### src/rtl/button_press_classifier.sv
// Push-button front end: 2-flop synchroniser, debouncer and short/long/auto-repeat
// press classifier producing registered one-cycle pulses.
module button_press_classifier #(
  parameter int ACTIVE_HIGH     = 1,
  parameter int DEBOUNCE_CYCLES = 200,
  parameter int LONG_CYCLES     = 10000,
  parameter int REPEAT_CYCLES   = 2000,
  parameter int CNT_W           = 14
) (
  input  logic clk,
  input  logic reset,
  input  logic enable,
  input  logic btn_raw,
  output logic btn_level,
  output logic inc_short,
  output logic inc_long,
  output logic inc_repeat
);

  localparam logic             RAW_RELEASED = (ACTIVE_HIGH != 0) ? 1'b0 : 1'b1;
  localparam logic [CNT_W-1:0] DB_LAST      = CNT_W'(DEBOUNCE_CYCLES - 1);
  localparam logic [CNT_W-1:0] LONG_LAST    = CNT_W'(LONG_CYCLES - 1);
  localparam logic [CNT_W-1:0] REP_LAST     = CNT_W'(REPEAT_CYCLES - 1);
  localparam logic [CNT_W-1:0] CNT_ZERO     = {CNT_W{1'b0}};
  localparam logic [CNT_W-1:0] CNT_ONE      = CNT_W'(1);

  typedef enum logic [1:0] {
    IDLE  = 2'd0,
    PRESS = 2'd1,
    LONG  = 2'd2
  } state_t;

  logic             sync1_r;
  logic             sync2_r;
  logic             btn_sync_s;
  logic             btn_level_d_r;
  logic             rise_s;
  logic             fall_s;
  logic [CNT_W-1:0] db_cnt_r;
  logic [CNT_W-1:0] hold_cnt_r;
  logic [CNT_W-1:0] hold_cnt_nxt_s;
  logic [CNT_W-1:0] rep_cnt_r;
  logic [CNT_W-1:0] rep_cnt_nxt_s;
  state_t           state_r;
  state_t           state_nxt_s;
  logic             short_nxt_s;
  logic             long_nxt_s;
  logic             repeat_nxt_s;

  // Two-flop synchroniser on the raw pin; resets to the released level.
  always_ff @(posedge clk) begin
    if (reset) begin
      sync1_r <= RAW_RELEASED;
      sync2_r <= RAW_RELEASED;
    end else begin
      sync1_r <= btn_raw;
      sync2_r <= sync1_r;
    end
  end

  assign btn_sync_s = (ACTIVE_HIGH != 0) ? sync2_r : ~sync2_r;

  // Debouncer: accept a level change only after it has persisted long enough.
  always_ff @(posedge clk) begin
    if (reset) begin
      db_cnt_r      <= CNT_ZERO;
      btn_level     <= 1'b0;
      btn_level_d_r <= 1'b0;
    end else begin
      btn_level_d_r <= btn_level;
      if (btn_sync_s == btn_level) begin
        db_cnt_r <= CNT_ZERO;
      end else if (db_cnt_r == DB_LAST) begin
        btn_level <= ~btn_level;
        db_cnt_r  <= CNT_ZERO;
      end else begin
        db_cnt_r <= db_cnt_r + CNT_ONE;
      end
    end
  end

  assign rise_s = btn_level & ~btn_level_d_r;
  assign fall_s = ~btn_level & btn_level_d_r;

  // Classifier next-state and pulse decode; a release always beats a threshold tick.
  always_comb begin
    state_nxt_s    = state_r;
    hold_cnt_nxt_s = hold_cnt_r;
    rep_cnt_nxt_s  = rep_cnt_r;
    short_nxt_s    = 1'b0;
    long_nxt_s     = 1'b0;
    repeat_nxt_s   = 1'b0;
    if (!enable) begin
      state_nxt_s    = IDLE;
      hold_cnt_nxt_s = CNT_ZERO;
      rep_cnt_nxt_s  = CNT_ZERO;
    end else begin
      case (state_r)
        IDLE: begin
          hold_cnt_nxt_s = CNT_ZERO;
          rep_cnt_nxt_s  = CNT_ZERO;
          if (rise_s) begin
            state_nxt_s = PRESS;
          end else begin
            state_nxt_s = IDLE;
          end
        end
        PRESS: begin
          if (fall_s) begin
            short_nxt_s    = 1'b1;
            state_nxt_s    = IDLE;
            hold_cnt_nxt_s = CNT_ZERO;
          end else if (hold_cnt_r == LONG_LAST) begin
            long_nxt_s     = 1'b1;
            state_nxt_s    = LONG;
            hold_cnt_nxt_s = CNT_ZERO;
            rep_cnt_nxt_s  = CNT_ZERO;
          end else begin
            hold_cnt_nxt_s = hold_cnt_r + CNT_ONE;
          end
        end
        LONG: begin
          if (fall_s) begin
            state_nxt_s   = IDLE;
            rep_cnt_nxt_s = CNT_ZERO;
          end else if (rep_cnt_r == REP_LAST) begin
            repeat_nxt_s  = 1'b1;
            rep_cnt_nxt_s = CNT_ZERO;
          end else begin
            rep_cnt_nxt_s = rep_cnt_r + CNT_ONE;
          end
        end
        default: begin
          state_nxt_s    = IDLE;
          hold_cnt_nxt_s = CNT_ZERO;
          rep_cnt_nxt_s  = CNT_ZERO;
        end
      endcase
    end
  end

  // Classifier state, counters and registered pulse outputs.
  always_ff @(posedge clk) begin
    if (reset) begin
      state_r    <= IDLE;
      hold_cnt_r <= CNT_ZERO;
      rep_cnt_r  <= CNT_ZERO;
      inc_short  <= 1'b0;
      inc_long   <= 1'b0;
      inc_repeat <= 1'b0;
    end else begin
      state_r    <= state_nxt_s;
      hold_cnt_r <= hold_cnt_nxt_s;
      rep_cnt_r  <= rep_cnt_nxt_s;
      inc_short  <= short_nxt_s;
      inc_long   <= long_nxt_s;
      inc_repeat <= repeat_nxt_s;
    end
  end

endmodule

### config.mk
export PLATFORM = sky130hd
export DESIGN_NAME = button_press_classifier
export DESIGN_NICKNAME = d
export VERILOG_FILES = /design/src/rtl/button_press_classifier.sv
export SDC_FILE = /design/constraint.sdc
export NUM_CORES = 1
export LEC_CHECK = 0
export BUFFER_PORTS_ARGS = -buffer_cell sky130_fd_sc_hd__clkbuf_2
export CAP_MARGIN = 20
export CORE_MARGIN = 2
export CORE_UTILIZATION = 25
export CTS_CLUSTER_DIAMETER = 80
export DETAILED_ROUTE_END_ITERATION = 6
export PLACE_DENSITY = 0.46
export SLEW_MARGIN = 20
export SYNTH_ARGS = -nofsm -noshare
export SYNTH_HDL_FRONTEND = slang
export SYNTH_SLANG_ARGS = --single-unit
### constraint.sdc
create_clock -name clk -period 5.4 [get_ports clk]
set_input_delay 0.81 -clock clk [delete_from_list [all_inputs] [get_ports clk]]
set_output_delay 0.81 -clock clk [all_outputs]
set_load 0.01 [all_outputs]
==> results.toml, run 1 <==
[synthesis]
synth_cell_types = 44
ys_warn_count = 0
syn_inst = 271
ys_ff_latch = 51
synthFlopType = "dfxtp_1"
syn-cell-area_um2 = 2352
synth_edf_count = 0
postSynthAreaPerCell_um2 = 8.680
synth_nets = 278
async_flop_share_pct = 0
ys_seq_area_share_pct = 43.40

[critical_path]
rrSetupSlack_ns = 3.05
cp_slowest_stage_delay_ns = 0.56
rr_worst_depth = 6
required_ns = 5.63
cp_data_arrival_time_ns = 2.58
r2r_start = "hold_cnt_r[0]"
crit_slowest_cell = "or4_1"
critPathCaptureType = "register"
r2r_end = "rep_cnt_r[11]"
start_kind = "register"
critPathKind = "register to register"
worstPathCellList = "ha_1 -> nor4bb_1 -> and4_1 -> a21oi_2 -> or4_1 -> a21oi_1"
critPathMaxFanout = 22

[clocking]
ctsResizeCount = 0
cts_buffers = 5
cts_tree = "built"
post_cts.repair.setup_buffers = 0
root_buffer = "clkbuf_8"
hold_buffers = 0
h-tree-depth = 2
cts.reportedPaths.clkPinSlew_ns = 0.09
clock_sinks = 51
insertion_delay_ns = 0.30
clk_path_buf_depth = 2

[timing]
setup_ws_ns = 3.054
finalSetupViolations = 0
fin_crit_sh_pct = 43.44
rsz0062_at_grt = "no"
setup_tns_ns = 0
finalHoldViolCount = 0
relSlewSlack_pct = 44.11
timing.fmax_ghz = 0.4263
slew_viol_final = 0
worstMarginPinSlew_ns = 0.8383
holdWs_ns = 0.4518
fin_crit_ns = 2.346
fin_skew_ns = 0.007901

[final_layout]
nNetsFinal = 283
area_growth_pct = 9.096
antenna_cells = 0
final_util_pct = 27.90
fin_area_um2 = 2566
drive_above_1_share_pct = 9.058

[detailed_routing]
drc = 0
num_vias = 1855
first_pass_iters = 4
finalWirelength_um = 4443
post_drt_wl_per_cell_um = 11.48
vias_per_cell = 4.793
drt_iter0_drc = 132
ant_nets = 0

[die]
row_count = 35
dieArea_um2 = 10200
die_x_um = 101
core_um2 = 9196
ios = 8
die_h_um = 101
initial_utilization_pct = 25.58

[placement]
port_buffers = 7
routabilityCongestion = 0.7389
place_area_um2 = 2479
hpwl_um = 3146
place_ws_ns = 2.917

[global_routing]
track_usage_pct = 9.563
grt_pass1_wl_um = 7893
antenna_found_initial = 0
grt_pass1_vias = 1637
gr-total-overflow = 0
grt_max_degree = 23

[job]
maxCapViolCount = 0

[outcome]
outcome = "finished, final reports clean"

[power]
power_density_nw_per_um2 = 236.0
irDropWorstVdd_v = 0.0001097
p_leak_uw = 0.0008335

[min_path]
holdCritPathClass = "register to register"
min_from = "db_cnt_r[0]"
min_to = "db_cnt_r[0]"
whs_path_depth = 1
## per-stage QoR
| step | power (uW) | instances |
|---|---|---|
| 2_1_floorplan | 390.8 | 271 |
| 3_3_place_gp | 393.6 | 380 |
| 3_5_place_dp | 393.6 | 380 |
| 4_1_cts | 618.8 | 387 |
| 5_1_grt | 635.9 | 387 |
| 6_report | 605.7 | 387 |
## state kept, by name (all words and copies together) (netlist names)
register,flops
btn_level_d_r,1
sync1_r,1
hold_cnt_r,14
btn_sync_s,1
rep_cnt_r,14
btn_level,1
inc_long,1
state_r,2
inc_repeat,1
db_cnt_r,14
inc_short,1
## synth_stat cells (5+ instances only)
cell type	instances	area, um^2
dfxtp_1	51	1021
nor2_1	38	142.6
nand2_1	28	105.1
nand3_1	19	95.09
xor2_1	13	113.9
a21oi_1	10	50.05
xnor2_1	9	78.83
or3_1	7	43.79
or4_1	7	52.55
nand4_1	6	37.54
and2_1	5	31.28
and2b_1	5	37.54
and4_1	5	43.79
o31ai_1	5	37.54
## kinds of logic (layout without fill, tap and decap cells)
| logic type | Yosys count | after routing | share of synthesized area (%) |
|---|---|---|---|
| buffers and inverters | 11 | 16 | 2.340 |
| adder cells (fa/ha/maj) | 3 | 3 | 1.596 |
| XOR/XNOR | 22 | 22 | 8.192 |
| AO/OA/AOI/OAI | 33 | 33 | 9.735 |
| AND/OR/NAND/NOR | 149 | 149 | 33.88 |
| multiplexers | 2 | 2 | 0.8511 |
| flip-flops | 51 | 51 | 43.40 |
## cells in the final DEF (no fill, tap or decap), drive strengths merged, types with 2 or more instances in the layout
cell,instances
a21oi,11
and2,5
and2b,5
and3,4
and4,5
clkbuf,13
dfxtp,51
ha,3
inv,2
mux2i,2
nand2,28
nand2b,4
nand3,19
nand4,6
nor2,38
nor2b,4
nor3,4
nor4,4
nor4bb,2
o211ai,4
o21ai,4
o221a,4
o31ai,5
or2,3
or3,8
or4,7
xnor2,9
xor2,13
## critical path: cells and delay by family, from the launching register on
kind / cells / cell delay (ns)
AOI/OAI and AO/OA: 2 / 0.38
adders and majority gates: 1 / 0.34
DFF: 1 / 0.38
and+or+nand+nor: 3 / 1.18
## per-layer routing
metal	up-vias	part of all wire, %	track usage, %
li1	972	-	-
met5	-	0	0
met3	9	1.6	1.872
met2	12	43	14.15
met4	0	2.4	4.054
met1	862	53	13.50
## cell type report
cell class              count  area, um^2
clock inverters             1       5.005
well taps                 111       138.9
fillers                  1005        6630
clock buffers               6       82.58
flip-flops and latches     51        1021
repair buffers              7       35.03
multi-input cells         209        1276
inverters                   2       7.507
## worst max-delay path by stage
stage / from / endpoint / cells after the start
2_1_floorplan: reset / rep_cnt_r[5] / 5
6_report: hold_cnt_r[0] / rep_cnt_r[11] / 6
4_1_cts: hold_cnt_r[0] / rep_cnt_r[11] / 6
5_1_grt: hold_cnt_r[0] / rep_cnt_r[11] / 6
3_5_place_dp: reset / rep_cnt_r[9] / 6
3_3_place_gp: reset / rep_cnt_r[10] / 6
## report_power, final
part           internal (uW)  switching, uW  total [uW]
combinational           3.25           3.28        6.53
clock                    101            120         221
sequential               377          0.974         378
total                    481            125         606
(Power assumes the default switching activity.)
==> run 2: changes to the inputs <==
--- a/config.mk
+++ b/config.mk
@@ -5,6 +5,7 @@
 export SDC_FILE = /design/constraint.sdc
 export NUM_CORES = 1
 export LEC_CHECK = 0
+export ABC_AREA = 1
 export BUFFER_PORTS_ARGS = -buffer_cell sky130_fd_sc_hd__clkbuf_2
 export CAP_MARGIN = 20
 export CORE_MARGIN = 2
==> constraint.sdc (replaced) <==
create_clock -name clk -period 2.5 [get_ports clk]
set_input_delay 0.375 -clock clk [delete_from_list [all_inputs] [get_ports clk]]
set_output_delay 0.375 -clock clk [all_outputs]
set_load 0.01 [all_outputs]
==> run 2 against run 1 <==
  * Combinational power increased by 98%
  * Worst hold slack got worse by 0.20 ns
  * Power increased by 140%
  * Clock power increased to 2.7 times the previous value
  * Critical endpoint is now rep_cnt_r[1]
  * Sequential power increased by 120%
  * Clock skew decreased by 0.0028 ns
  * Sequential share of layout area decreased by 4.3 points
==> results.toml, run 2 <==
[critical_path]
rr_worst_depth = 8
r2r_end = "rep_cnt_r[1]"
r2r_start = "hold_cnt_r[0]"
required_ns = 2.69
rrSetupSlack_ns = 0.73
cp_data_arrival_time_ns = 1.96
critPathMaxFanout = 19
start_kind = "register"
critPathKind = "register to register"
critPathCaptureType = "register"

[timing]
fin_crit_ns = 1.770
rsz0062_at_grt = "no"
finalHoldViolCount = 0
finalSetupViolations = 0
timing.fmax_ghz = 0.5651
fin_skew_ns = 0.005117
relSlewSlack_pct = 69.19
fin_crit_sh_pct = 70.78
setup_tns_ns = 0
slew_viol_final = 0
holdWs_ns = 0.2519
setup_ws_ns = 0.7304
worstMarginPinSlew_ns = 0.4611

[job]
maxCapViolCount = 0

[power]
irDropWorstVdd_v = 0.0002446
p_sw_share_pct = 20.29
power.switching_uw = 290.5
p_leak_uw = 0.001022
p_comb_share_pct = 0.9
p_clk_share_pct = 42.2
power_density_nw_per_um2 = 497.2
p_int_uw = 1142
seqPwrFrac_pct = 56.9

[clocking]
cts_tree = "built"
clk_path_buf_depth = 2
cts_buffers = 5
ctsResizeCount = 0
root_buffer = "clkbuf_8"
clock_sinks = 51
cts.reportedPaths.clkPinSlew_ns = 0.09
post_cts.repair.setup_buffers = 0
hold_buffers = 0
h-tree-depth = 2
insertion_delay_ns = 0.30

[synthesis]
yosysTopAreaCell = "dfxtp_1"
ys_top_cells_by_area = "dfxtp_1, nand2_1, nor2_1"
synth.most_common_cell = "nand2_1"
ys_seq_area_share_pct = 39.44
syn_inst = 377
ys_ff_latch = 51
synth_cell_types = 33
postSynthAreaPerCell_um2 = 6.867
synth_top_area_share_pct = 39.44
synthFlopType = "dfxtp_1"
synth_nets = 384
synth_common_cells = "nand2_1, nor2_1, dfxtp_1"
synth_edf_count = 0
ys_warn_count = 0
syn-cell-area_um2 = 2589
async_flop_share_pct = 0

[detailed_routing]
post_drt_wl_per_cell_um = 10.51
num_vias = 2297
ant_nets = 0
vias_per_cell = 4.392
first_pass_iters = 4
drt_iter0_drc = 114
finalWirelength_um = 5498
drc = 0

[final_layout]
nNetsFinal = 393
final_cells = 523
final_common_cell = "nand2_1"
drive_above_1_share_pct = 9.561
antenna_cells = 0
layout_common_cells = "nand2_1, nor2_1, dfxtp_1"
area_growth_pct = 11.26
largest_registers = "db_cnt_r (14), hold_cnt_r (14), rep_cnt_r (14)"

[min_path]
min_from = "btn_raw"
min_to = "sync1_r"
holdCritPathClass = "primary input to register"
whs_path_depth = 3

[die]
ios = 8
die_h_um = 105.8
dieArea_um2 = 11190
initial_utilization_pct = 25.42
core_um2 = 10180
die_x_um = 105.8
row_count = 37

[placement]
routabilityCongestion = 0.7839
hpwl_um = 4075
port_buffers = 7
placed_cells = 515
place_ws_ns = 0.7338

[global_routing]
grt_pass1_wl_um = 9418
antenna_found_initial = 0
gr-total-overflow = 0
grt_pass1_vias = 2062
track_usage_pct = 10.17
grt_max_degree = 20

[outcome]
outcome = "finished, final reports clean"
-- run 2: cell types whose count changed after synthesis, moves of 7 or more --
cell,previous run,this run
inv_1,2,48
nand2_1,28,82
xor2_1,13,5
or4_1,7,0
nor3_1,4,12
nand3_1,19,34
a21oi_1,10,25
nor2_1,38,56
or3_1,7,0
xnor2_1,9,1
nand4_1,6,16
-- run 2: cell families (layout without fill, tap and decap cells) --
kind of cell	Yosys count	count (layout)	share of synthesized area [%]
simple gates	218	218	38.81
compound gates	44	44	9.667
xor+xnor	6	6	2.030
flops	51	51	39.44
fa+ha+maj	3	3	1.450
buf+inv	55	65	8.603
-- run 2: per-layer routing --
layer | part of all wire [%] | GRT usage (%) | up-vias
met4 | 0.93 | 2.538 | 0
li1 | - | - | 1239
met5 | 0 | 0 | -
met1 | 52 | 14.02 | 1029
met3 | 2.4 | 2.041 | 4
met2 | 45 | 16.27 | 25
-- run 2: through the flow --
stage | cell area, um^2 | total power [uW] | util [%]
after floorplan | 2589 | 841.7 | -
after global placement | 2763 | 846.7 | 27.13
after detailed placement | 2763 | 846.6 | 27.13
after CTS | 2880 | 1458 | 28.28
after global routing | 2880 | 1493 | 28.28
final | 2880 | 1432 | 28.28
-- run 2: cell type report --
class                           count  area [um^2]
Inverter                           49        183.9
Fill cell                        1189         7305
Multi-Input combinational cell    271         1345
Clock buffer                        6        82.58
Timing Repair Buffer                8        42.54
Sequential cell                    51         1021
Clock inverter                      2        35.03
Tap cell                          136        170.2
-- run 2: worst max-delay path by stage --
stage	startpoint	to	slack, ns	depth (start not counted)
2_1_floorplan	hold_cnt_r[0]	rep_cnt_r[5]	0.99	9
3_3_place_gp	hold_cnt_r[0]	rep_cnt_r[1]	0.71	8
3_5_place_dp	hold_cnt_r[0]	rep_cnt_r[1]	0.73	8
4_1_cts	hold_cnt_r[0]	rep_cnt_r[1]	0.70	8
5_1_grt	rep_cnt_r[0]	rep_cnt_r[1]	0.48	8
6_report	hold_cnt_r[0]	rep_cnt_r[1]	0.73	8
-- run 2: power by group through the flow --
stage          clock [uW]  sequential, uW  combinational, uW
4_1_cts               630             815               13.0
6_report              605             815               12.9
3_3_place_gp            0             834               13.1
5_1_grt               663             815               14.6
2_1_floorplan           0             833               8.28
3_5_place_dp            0             834               13.0
-- run 2: critical path: stages, from the launching register on --
cell	delay (ns)
dfxtp_1	0.40
ha_1	0.22
nand3_1	0.13
nor2_2	0.21
nand3_4	0.20
nand2_8	0.18
nand2_1	0.06
nand2_1	0.19
nor3_1	0.07
==> run 3: changes to the inputs <==
--- a/config.mk
+++ b/config.mk
@@ -12,7 +12,7 @@
 export CORE_UTILIZATION = 25
 export CTS_CLUSTER_DIAMETER = 80
 export DETAILED_ROUTE_END_ITERATION = 6
-export PLACE_DENSITY = 0.46
+export PLACE_DENSITY = 0.47
 export SLEW_MARGIN = 20
 export SYNTH_ARGS = -nofsm -noshare
 export SYNTH_HDL_FRONTEND = slang
==> constraint.sdc (replaced) <==
create_clock -name clk -period 1.52 [get_ports clk]
set_input_delay 0.228 -clock clk [delete_from_list [all_inputs] [get_ports clk]]
set_output_delay 0.228 -clock clk [all_outputs]
set_load 0.01 [all_outputs]
==> run 3 against run 2 <==
  * Critical path depth unchanged
  * Global-route usage up 0.67 points
  * Largest power group unchanged
  * Wire length up 8.4%
  * Largest cell class unchanged
  * Critical path type unchanged
==> results.toml, run 3 (same netlist as run 2, synthesis figures left out) <==
[detailed_routing]
drc = 0
ant_nets = 0
finalWirelength_um = 5959
vias_per_cell = 4.390
num_vias = 2445
drt_iter0_drc = 132
first_pass_iters = 4
post_drt_wl_per_cell_um = 10.70

[power]
power_density_nw_per_um2 = 681.3
irDropWorstVdd_v = 0.0003226
p_leak_uw = 0.001184
power_uw = 2199

[clocking]
hold_buffers = 0
cts.reportedPaths.clkPinSlew_ns = 0.10
root_buffer = "clkbuf_8"
clock_sinks = 51
insertion_delay_ns = 0.31
clk_path_buf_depth = 2
cts_tree = "built"
cts_buffers = 5
h-tree-depth = 2

[timing]
finalHoldViolCount = 0
finalSetupViolations = 0
fin_skew_ns = 0.006688
fin_crit_sh_pct = 95.02
fin_crit_ns = 1.444
worstMarginPinSlew_ns = 0.4014
holdWs_ns = 0.08975
relSlewSlack_pct = 73.24
setup_ws_ns = 0.07576
timing.fmax_ghz = 0.6924
slew_viol_final = 0

[final_layout]
final_common_cell = "nand2_1"
drive_above_1_share_pct = 22.09
antenna_cells = 0
area_growth_pct = 24.70
largest_registers = "db_cnt_r (14), hold_cnt_r (14), rep_cnt_r (14)"
layout_common_cells = "nand2_1, nor2_1, inv_1"
fillCellCount = 1125
nNetsFinal = 427

[global_routing]
track_usage_pct = 10.84
grt_max_degree = 20
grt_pass1_wl_um = 9977
gr-total-overflow = 0
grt_pass1_vias = 2312
antenna_found_initial = 0

[die]
ios = 8
die_h_um = 105.8
die_x_um = 105.8
row_count = 37
core_um2 = 10180
dieArea_um2 = 11190
initial_utilization_pct = 25.42

[job]
maxCapViolCount = 0

[critical_path]
start_kind = "register"
required_ns = 1.73
critPathKind = "register to register"
critPathCaptureType = "register"
cp_data_arrival_time_ns = 1.65
critPathMaxFanout = 6

[placement]
hpwl_um = 4374
port_buffers = 7
routabilityCongestion = 0.7967
place_ws_ns = -0.01887

[outcome]
outcome = "finished, final reports clean"

[min_path]
holdCritPathClass = "primary input to register"
[run 3: path summary, 6_finish.rpt]
| path | cells past startpoint | endpoint | from | slack, ns |
|---|---|---|---|---|
| hold / removal | 3 | sync1_r | btn_raw | 0.09 |
| hold reg to reg | 2 | btn_sync_s | sync1_r | 0.42 |
| setup / recovery | 8 | rep_cnt_r[1] | hold_cnt_r[1] | 0.08 |
| setup reg to reg | 8 | rep_cnt_r[1] | hold_cnt_r[1] | 0.08 |
[run 3: worst max-delay path, cell delays in order, from the launching register on]
cell and delay [ns]:
dfxtp_2 0.37, ha_4 0.15, nand3_4 0.08, nor2_4 0.16
nand3_4 0.20, nand2_8 0.15, nand2_2 0.05, nand2_2 0.11
nor3_1 0.06
[run 3: power breakdown]
group          total [uW]  switching [uW]  internal, uW
clock                 827             493           334
sequential           1340            1.49          1340
combinational        34.2            19.2          15.0
[run 3: metrics by stage]
stage          setup TNS, ns  std cells  util (%)  instance area, um^2
5_1_grt             -0.04678        557     31.70                 3228
4_1_cts                    0        553     30.38                 3094
3_5_place_dp        -0.01887        545     29.46                 3000
6_report                   0        557     31.70                 3228
3_3_place_gp               0        545     29.46                 3000
2_1_floorplan              0        377         -                 2589
[run 3: layer usage]
metal	wire length [um]	global-route usage, %	vias to the layer above
met3	165	1.979	10
li1	-	-	1310
met5	0	0	-
met4	116	4.417	0
met1	2938	13.81	1089
met2	2738	18.02	36
[run 3: what timing repair did]
item / CTS / global route
gates resized for setup: 1 / 29
buffers inserted: 0 / 2
cloned: 0 / 2
pin swaps: 1 / 6
setup endpoints to repair: 10 / 37
[run 3: cell type report]
cell class | count | area, um^2 | area share [%]
multi-input cells | 273 | 1449 | 44.88
flip-flops and latches | 51 | 1035 | 32.05
repair buffers | 40 | 299.0 | 9.264
inverters | 49 | 183.9 | 5.698
well taps | 136 | 170.2 | 5.271
clock buffers | 5 | 68.82 | 2.132
clock inverters | 3 | 22.52 | 0.6977
